--- src/rtl/branch_resolve_stage_if.sv ---
// Purpose : handshake bundle for branch_resolve_stage (entry in, resolved result out).
// Latency : n/a (wires only).
// Backpressure: in_ready / out_ready carry the valid/ready handshakes in each direction.
// Ports   : slave  = the stage (consumes in_*, out_ready; drives in_ready, out_*)
//           master = the environment around the stage (the mirror view).
interface branch_resolve_stage_if #(
  parameter int XLEN = 64,
  parameter int PC_W = 64
);
  // upstream channel
  logic            in_valid;
  logic            in_ready;
  logic [2:0]      in_funct3;
  logic            in_a_msb;
  logic            in_b_msb;
  logic [XLEN-1:0] in_diff;
  logic            in_borrow;
  logic [PC_W-1:0] in_pc;
  logic [PC_W-1:0] in_imm;
  logic            in_pred_taken;
  // downstream channel
  logic            out_valid;
  logic            out_ready;
  logic            out_taken;
  logic [PC_W-1:0] out_next_pc;
  logic            out_redirect;
  logic            out_illegal;

  modport slave (
    input  in_valid, in_funct3, in_a_msb, in_b_msb, in_diff, in_borrow,
           in_pc, in_imm, in_pred_taken, out_ready,
    output in_ready, out_valid, out_taken, out_next_pc, out_redirect, out_illegal
  );

  modport master (
    output in_valid, in_funct3, in_a_msb, in_b_msb, in_diff, in_borrow,
           in_pc, in_imm, in_pred_taken, out_ready,
    input  in_ready, out_valid, out_taken, out_next_pc, out_redirect, out_illegal
  );
endinterface

--- src/rtl/branch_resolve_stage.sv ---
// Purpose : resolve RV64 conditional branches from subtractor result; compute next PC and redirect.
// Latency : 1 cycle (entry accepted at edge N is on out_* after edge N).
// Backpressure: 2-entry skid (main + skid); in_ready = !skid_valid, registered; outputs held while stalled.
// Ports   : i_clk, i_rst_n (sync active-low), i_flush (kill all entries), bus (slave view of
//           branch_resolve_stage_if). Optional BRANCH_STATS_EN adds o_stat_taken / o_stat_redirect,
//           saturating 32-bit counters of delivered taken / redirected results.
module branch_resolve_stage #(
  parameter int XLEN = 64,
  parameter int PC_W = 64
) (
  input  logic                        i_clk,
  input  logic                        i_rst_n,
  input  logic                        i_flush,
  branch_resolve_stage_if.slave       bus
`ifdef BRANCH_STATS_EN
  ,
  output logic [31:0]                 o_stat_taken,
  output logic [31:0]                 o_stat_redirect
`endif
);

  typedef struct packed {
    logic            taken;
    logic            redirect;
    logic            illegal;
    logic [PC_W-1:0] next_pc;
  } res_t;

  logic w_eq, w_lt, w_ltu, w_cond;
  res_t w_res;
  logic w_in_fire, w_out_fire;

  res_t r_main, r_skid;
  logic r_main_vld, r_skid_vld;

  assign w_eq  = (bus.in_diff == '0);
  assign w_ltu = bus.in_borrow;
  // signs differ: rs1 is the negative one iff its msb is set; otherwise no overflow, use diff sign
  assign w_lt  = (bus.in_a_msb != bus.in_b_msb) ? bus.in_a_msb : bus.in_diff[XLEN-1];

  always_comb begin
    w_cond         = 1'b0;
    w_res.illegal  = 1'b0;
    case (bus.in_funct3)
      3'b000:  w_cond = w_eq;
      3'b001:  w_cond = !w_eq;
      3'b100:  w_cond = w_lt;
      3'b101:  w_cond = !w_lt;
      3'b110:  w_cond = w_ltu;
      3'b111:  w_cond = !w_ltu;
      default: w_res.illegal = 1'b1;  // 010 / 011: never taken
    endcase
    w_res.taken    = w_cond;
    w_res.redirect = w_cond ^ bus.in_pred_taken;
    w_res.next_pc  = w_cond ? (bus.in_pc + bus.in_imm) : (bus.in_pc + PC_W'(4));
  end

  assign w_in_fire  = bus.in_valid & !r_skid_vld;
  assign w_out_fire = r_main_vld & bus.out_ready;

  always_ff @(posedge i_clk) begin
    if (!i_rst_n) begin
      r_main_vld <= 1'b0;
      r_skid_vld <= 1'b0;
      r_main     <= '0;
      r_skid     <= '0;
    end else if (i_flush) begin
      r_main_vld <= 1'b0;
      r_skid_vld <= 1'b0;
    end else if (!r_main_vld || w_out_fire) begin
      // main is free next cycle: skid has priority to keep FIFO order
      if (r_skid_vld) begin
        r_main     <= r_skid;
        r_main_vld <= 1'b1;
        r_skid_vld <= 1'b0;
      end else if (w_in_fire) begin
        r_main     <= w_res;
        r_main_vld <= 1'b1;
      end else begin
        r_main_vld <= 1'b0;
      end
    end else if (w_in_fire) begin
      r_skid     <= w_res;
      r_skid_vld <= 1'b1;
    end
  end

  assign bus.in_ready     = !r_skid_vld;
  assign bus.out_valid    = r_main_vld;
  assign bus.out_taken    = r_main.taken;
  assign bus.out_next_pc  = r_main.next_pc;
  assign bus.out_redirect = r_main.redirect;
  assign bus.out_illegal  = r_main.illegal;

`ifdef BRANCH_STATS_EN
  logic [31:0] r_stat_taken, r_stat_redirect;

  // a handshake in a flush cycle is still a delivery, so flush does not gate counting
  always_ff @(posedge i_clk) begin
    if (!i_rst_n) begin
      r_stat_taken    <= '0;
      r_stat_redirect <= '0;
    end else if (w_out_fire) begin
      if (r_main.taken && (r_stat_taken != '1))
        r_stat_taken <= r_stat_taken + 32'd1;
      if (r_main.redirect && (r_stat_redirect != '1))
        r_stat_redirect <= r_stat_redirect + 32'd1;
    end
  end

  assign o_stat_taken    = r_stat_taken;
  assign o_stat_redirect = r_stat_redirect;
`endif

endmodule
--- src/flat_wrapper.sv ---
// flat-port wrapper written by rule: the top's interface ports become plain ports
module branch_resolve_stage_flat 
#(
  parameter int XLEN = 64,
  parameter int PC_W = 64
)
  (i_clk, i_rst_n, i_flush, bus_in_valid, bus_in_funct3, bus_in_a_msb, bus_in_b_msb, bus_in_diff, bus_in_borrow, bus_in_pc, bus_in_imm, bus_in_pred_taken, bus_out_ready, bus_in_ready, bus_out_valid, bus_out_taken, bus_out_next_pc, bus_out_redirect, bus_out_illegal);
  branch_resolve_stage_if #(.XLEN(XLEN), .PC_W(PC_W)) bus_i ();
  input  logic i_clk;
  input  logic i_rst_n;
  input  logic i_flush;
  input wire logic [$bits(bus_i.in_valid)-1:0] bus_in_valid;
  input wire logic [$bits(bus_i.in_funct3)-1:0] bus_in_funct3;
  input wire logic [$bits(bus_i.in_a_msb)-1:0] bus_in_a_msb;
  input wire logic [$bits(bus_i.in_b_msb)-1:0] bus_in_b_msb;
  input wire logic [$bits(bus_i.in_diff)-1:0] bus_in_diff;
  input wire logic [$bits(bus_i.in_borrow)-1:0] bus_in_borrow;
  input wire logic [$bits(bus_i.in_pc)-1:0] bus_in_pc;
  input wire logic [$bits(bus_i.in_imm)-1:0] bus_in_imm;
  input wire logic [$bits(bus_i.in_pred_taken)-1:0] bus_in_pred_taken;
  input wire logic [$bits(bus_i.out_ready)-1:0] bus_out_ready;
  output wire logic [$bits(bus_i.in_ready)-1:0] bus_in_ready;
  output wire logic [$bits(bus_i.out_valid)-1:0] bus_out_valid;
  output wire logic [$bits(bus_i.out_taken)-1:0] bus_out_taken;
  output wire logic [$bits(bus_i.out_next_pc)-1:0] bus_out_next_pc;
  output wire logic [$bits(bus_i.out_redirect)-1:0] bus_out_redirect;
  output wire logic [$bits(bus_i.out_illegal)-1:0] bus_out_illegal;
  assign bus_i.in_valid = bus_in_valid;
  assign bus_i.in_funct3 = bus_in_funct3;
  assign bus_i.in_a_msb = bus_in_a_msb;
  assign bus_i.in_b_msb = bus_in_b_msb;
  assign bus_i.in_diff = bus_in_diff;
  assign bus_i.in_borrow = bus_in_borrow;
  assign bus_i.in_pc = bus_in_pc;
  assign bus_i.in_imm = bus_in_imm;
  assign bus_i.in_pred_taken = bus_in_pred_taken;
  assign bus_i.out_ready = bus_out_ready;
  assign bus_in_ready = bus_i.in_ready;
  assign bus_out_valid = bus_i.out_valid;
  assign bus_out_taken = bus_i.out_taken;
  assign bus_out_next_pc = bus_i.out_next_pc;
  assign bus_out_redirect = bus_i.out_redirect;
  assign bus_out_illegal = bus_i.out_illegal;
  branch_resolve_stage #(.XLEN(XLEN), .PC_W(PC_W)) u_core (.i_clk(i_clk), .i_rst_n(i_rst_n), .i_flush(i_flush), .bus(bus_i));
endmodule
--- config.mk ---
export PLATFORM = sky130hd
export DESIGN_NAME = branch_resolve_stage_flat
export DESIGN_NICKNAME = d
export VERILOG_FILES = /design/src/rtl/branch_resolve_stage_if.sv /design/src/rtl/branch_resolve_stage.sv /design/src/flat_wrapper.sv
export SDC_FILE = /design/constraint.sdc
export NUM_CORES = 1
export LEC_CHECK = 0
export CAP_MARGIN = 30
export CORE_ASPECT_RATIO = 1.75
export CORE_MARGIN = 2
export CORE_UTILIZATION = 70
export CTS_BUF_LIST = sky130_fd_sc_hd__clkbuf_8
export DETAILED_ROUTE_END_ITERATION = 10
export DONT_BUFFER_PORTS = 1
export PLACE_DENSITY = 0.86
export SLEW_MARGIN = 10
export SYNTH_ARGS = -nofsm -noshare
export SYNTH_HDL_FRONTEND = slang
export SYNTH_SLANG_ARGS = --single-unit
--- constraint.sdc ---
create_clock -name i_clk -period 5.6 [get_ports i_clk]
set_clock_uncertainty 0.1 [all_clocks]
set_input_delay 1.12 -clock i_clk [delete_from_list [all_inputs] [get_ports i_clk]]
set_output_delay 1.12 -clock i_clk [all_outputs]
set_load 0.02 [all_outputs]
==> reports/results.tsv <==
metric	value	unit
CTS Sinks	136	
routed length per instance	24.3	um
Finished Cell Area	11700	um^2
DRT Pass-1 Iters	7	
CP required	5.89	ns
Total Wirelength	41.4	mm
Hold Buf Count CTS	0	
num rows	61	
Startpoint Class	input pin	
proportion of layout cells with a drive suffix above 1	5.43	%
post-detail-place hpwl	31.4	mm
post-synthesis sequential area ratio	23.8	%
# H-tree levels	4	
Crit path top cell by count	nor4_1	
NetSw	1.02	mW
status	finished, final reports clean	
synthesized flop and latch total	136	
Leak	4.45	nW
total CTS buffers	17	
worst reg2reg path depth	7	
PortBufs	0	
fmax	255	MHz
dpl cells	1669	
Post-synth top cells	a21oi_1, nor2_1, nand2_1, dfxtp_1, o21ai_0	
Peak VDD IR	0.000188	V
clk root buf	clkbuf_8	
Seq pwr share	40.2	%
largest net degree at the start of global routing	91	
Slew HR	38.0	%
RSZ-0062 raised after global routing	false	
setup TNS	0	ns
Tot Pwr	2.71	mW
ranking of synthesized cells by area	dfxtp_1, a21oi_1, ha_1	
Synth top area share	23.8	%
origin of the critical flop-to-flop path	u_core.r_skid_vld	
Clk Latency, worst-skew pair	0.46	ns
Placed Area	11400	um^2
CP max-delay cell	a21o_2	
Fill cells	1319	
register area	2720	um^2
Critical R2R Capture	u_core.r_skid[60]	
fin nets	1768	
GP Congestion	1.05	
multi-input logic area	8210	um^2
minimum setup slack among reg-to-reg paths	2.83	ns
WS Path Type	in -> reg	
# IOs	273	
Largest stage delay, worst path	0.66	ns
Hold WC Path Type	reg -> reg	
Worst Path Max Fanout	37	
ANT nets after route	0	
pwr/cell area	231	nW/um^2
Post-CTS Setup Bufs	0	
count leader, synth	a21oi_1	
core box area	16000	um^2
die width	101	um
Min Clock Period, post-route	3.92	ns
synth warn	0	
Cells after Synth	1575	
Worst Hold Depth	2	
Clock transition at path regs	0.07	ns
Die Y	173	um
drt drc	0	
max-cap viol count	0	
Final Non-Filler Cells	1701	
Starting DRT DRC Count	1198	
CTS tree	done	
GRT overflow	0	
worst hold start	u_core.r_skid[56]	
Distinct cells, synth	77	
period utilisation layout	70.0	%
Die ar.	17400	um^2
sw frac	37.7	%
initial antenna violation count	5	
CTS max path bufs	2	
first-pass GRT wire length	62.5	mm
Synthesized Nets	1844	
Starting Density	71.6	%
Pint	1.69	mW
Setup-failing EPs final	0	
Clk pwr share	27.6	%
fraction of registers with async set/reset	0	%
post-synthesis cell area	11400	um^2
WHS Endpoint	u_core.r_skid[56]	
Post-CTS Resized	0	
CP arrival	4.21	ns
worst-margin pin slew	0.924	ns
Post-synth top flop	dfxtp_1	
vias per cell	7.29	
syn avg cell area	7.25	um^2
Tot GR Track Use	45.9	%
area growth from synthesis to layout	2.70	%
crit-path cells	nor4_1 > nand4_1 > nor4_1 > mux2i_1 > a21o_2 > o211ai_1 > a211oi_1 > nor3_1 > o21ai_1	
vias in the first global route	11700	
Yosys top cell by area	dfxtp_1	
number of synthesized flops with an enable pin	0	
fin. max-slew vios	0	
via count	12400	
Hold Fails Final Rpt	0	
Worst setup EP type	flip-flop	
combinational share of power	32.2	%
[layer usage]
layer  global-route usage [%]  share of wire [%]  up-vias  wire [um]
met5                        0               0.11        -         47
met1                     50.9                 34     5714      14300
met4                     31.3                8.6        6       3560
met3                     15.3                 11      221       4590
li1                         -                  -     5620          -
met2                     73.1                 46      843      18900
[cell usage in the layout (no fill, tap or decap), types with 37 or more instances in the layout]
| master | instances |
|---|---|
| nand3_1 | 75 |
| a21o_1 | 37 |
| xor2_1 | 62 |
| o21ai_0 | 78 |
| xnor2_1 | 53 |
| ha_1 | 64 |
| nor2_1 | 165 |
| dfxtp_1 | 135 |
| o21ai_1 | 43 |
| nand4_1 | 39 |
| a21oi_1 | 169 |
| nor3_1 | 37 |
| nand2_1 | 159 |
[flip-flops by register name, indices dropped and copies added (netlist names)]
name,flops
u_core.r_skid,67
u_core.bus.out_taken,1
u_core.bus.out_next_pc,64
u_core.r_skid_vld,1
u_core.bus.out_redirect,1
u_core.bus.out_illegal,1
u_core.bus.out_valid,1
[critical path, delay by kind of cell]
family,cells,cell delay (ns)
simple gates,4,1.13
compound gates,4,1.57
mux,1,0.37
[cell families after synthesis]
logic type,Yosys count,share of synthesized area [%]
simple gates,600,25.2
compound gates,521,29.6
xor+xnor,115,8.82
buf+inv,127,4.40
mux,11,0.965
fa+ha+maj,65,7.19
flops,136,23.8
[per-stage QoR]
step                hold slack (ns)  setup WS, ns  util, %
finish                        0.355          1.68     73.5
floorplan                     0.330          1.75        -
detailed placement            0.349          1.31     71.2
global placement              0.339          1.37     71.1
global route                  0.377          1.62     73.5
CTS                           0.355          1.78     73.5
[power by group through the flow]
stage               registers [mW]  logic [mW]  clock network, mW
CTS                           1.09       0.842              0.740
floorplan                     1.09       0.633                  0
finish                        1.09       0.871              0.749
global route                  1.09       0.937              0.789
detailed placement            1.11       0.836                  0
global placement              1.11       0.822                  0
[final cells by class]
cell class / count / share of cell area, %
Clock buffer: 20 / 2.35
Clock inverter: 11 / 0.704
Sequential cell: 136 / 23.2
Multi-Input combinational cell: 1312 / 70.1
Timing Repair Buffer: 12 / 0.982
Antenna cell: 1 / 0.0213
Tap cell: 189 / 2.02
Inverter: 20 / 0.640
[worst max-delay path by stage]
| stage | startpoint | slack, ns | endpoint |
|---|---|---|---|
| 6_report | bus_in_diff[26] | 1.68 | u_core.bus.out_next_pc[61] |
| 2_1_floorplan | bus_in_imm[0] | 1.75 | u_core.bus.out_next_pc[60] |
| 5_1_grt | bus_in_diff[26] | 1.62 | u_core.bus.out_next_pc[61] |
| 3_3_place_gp | bus_in_imm[0] | 1.37 | u_core.bus.out_next_pc[60] |
| 4_1_cts | bus_in_imm[0] | 1.78 | u_core.bus.out_next_pc[60] |
| 3_5_place_dp | bus_in_imm[0] | 1.31 | u_core.bus.out_next_pc[60] |
No activity file was read; power rests on OpenSTA's default activity.
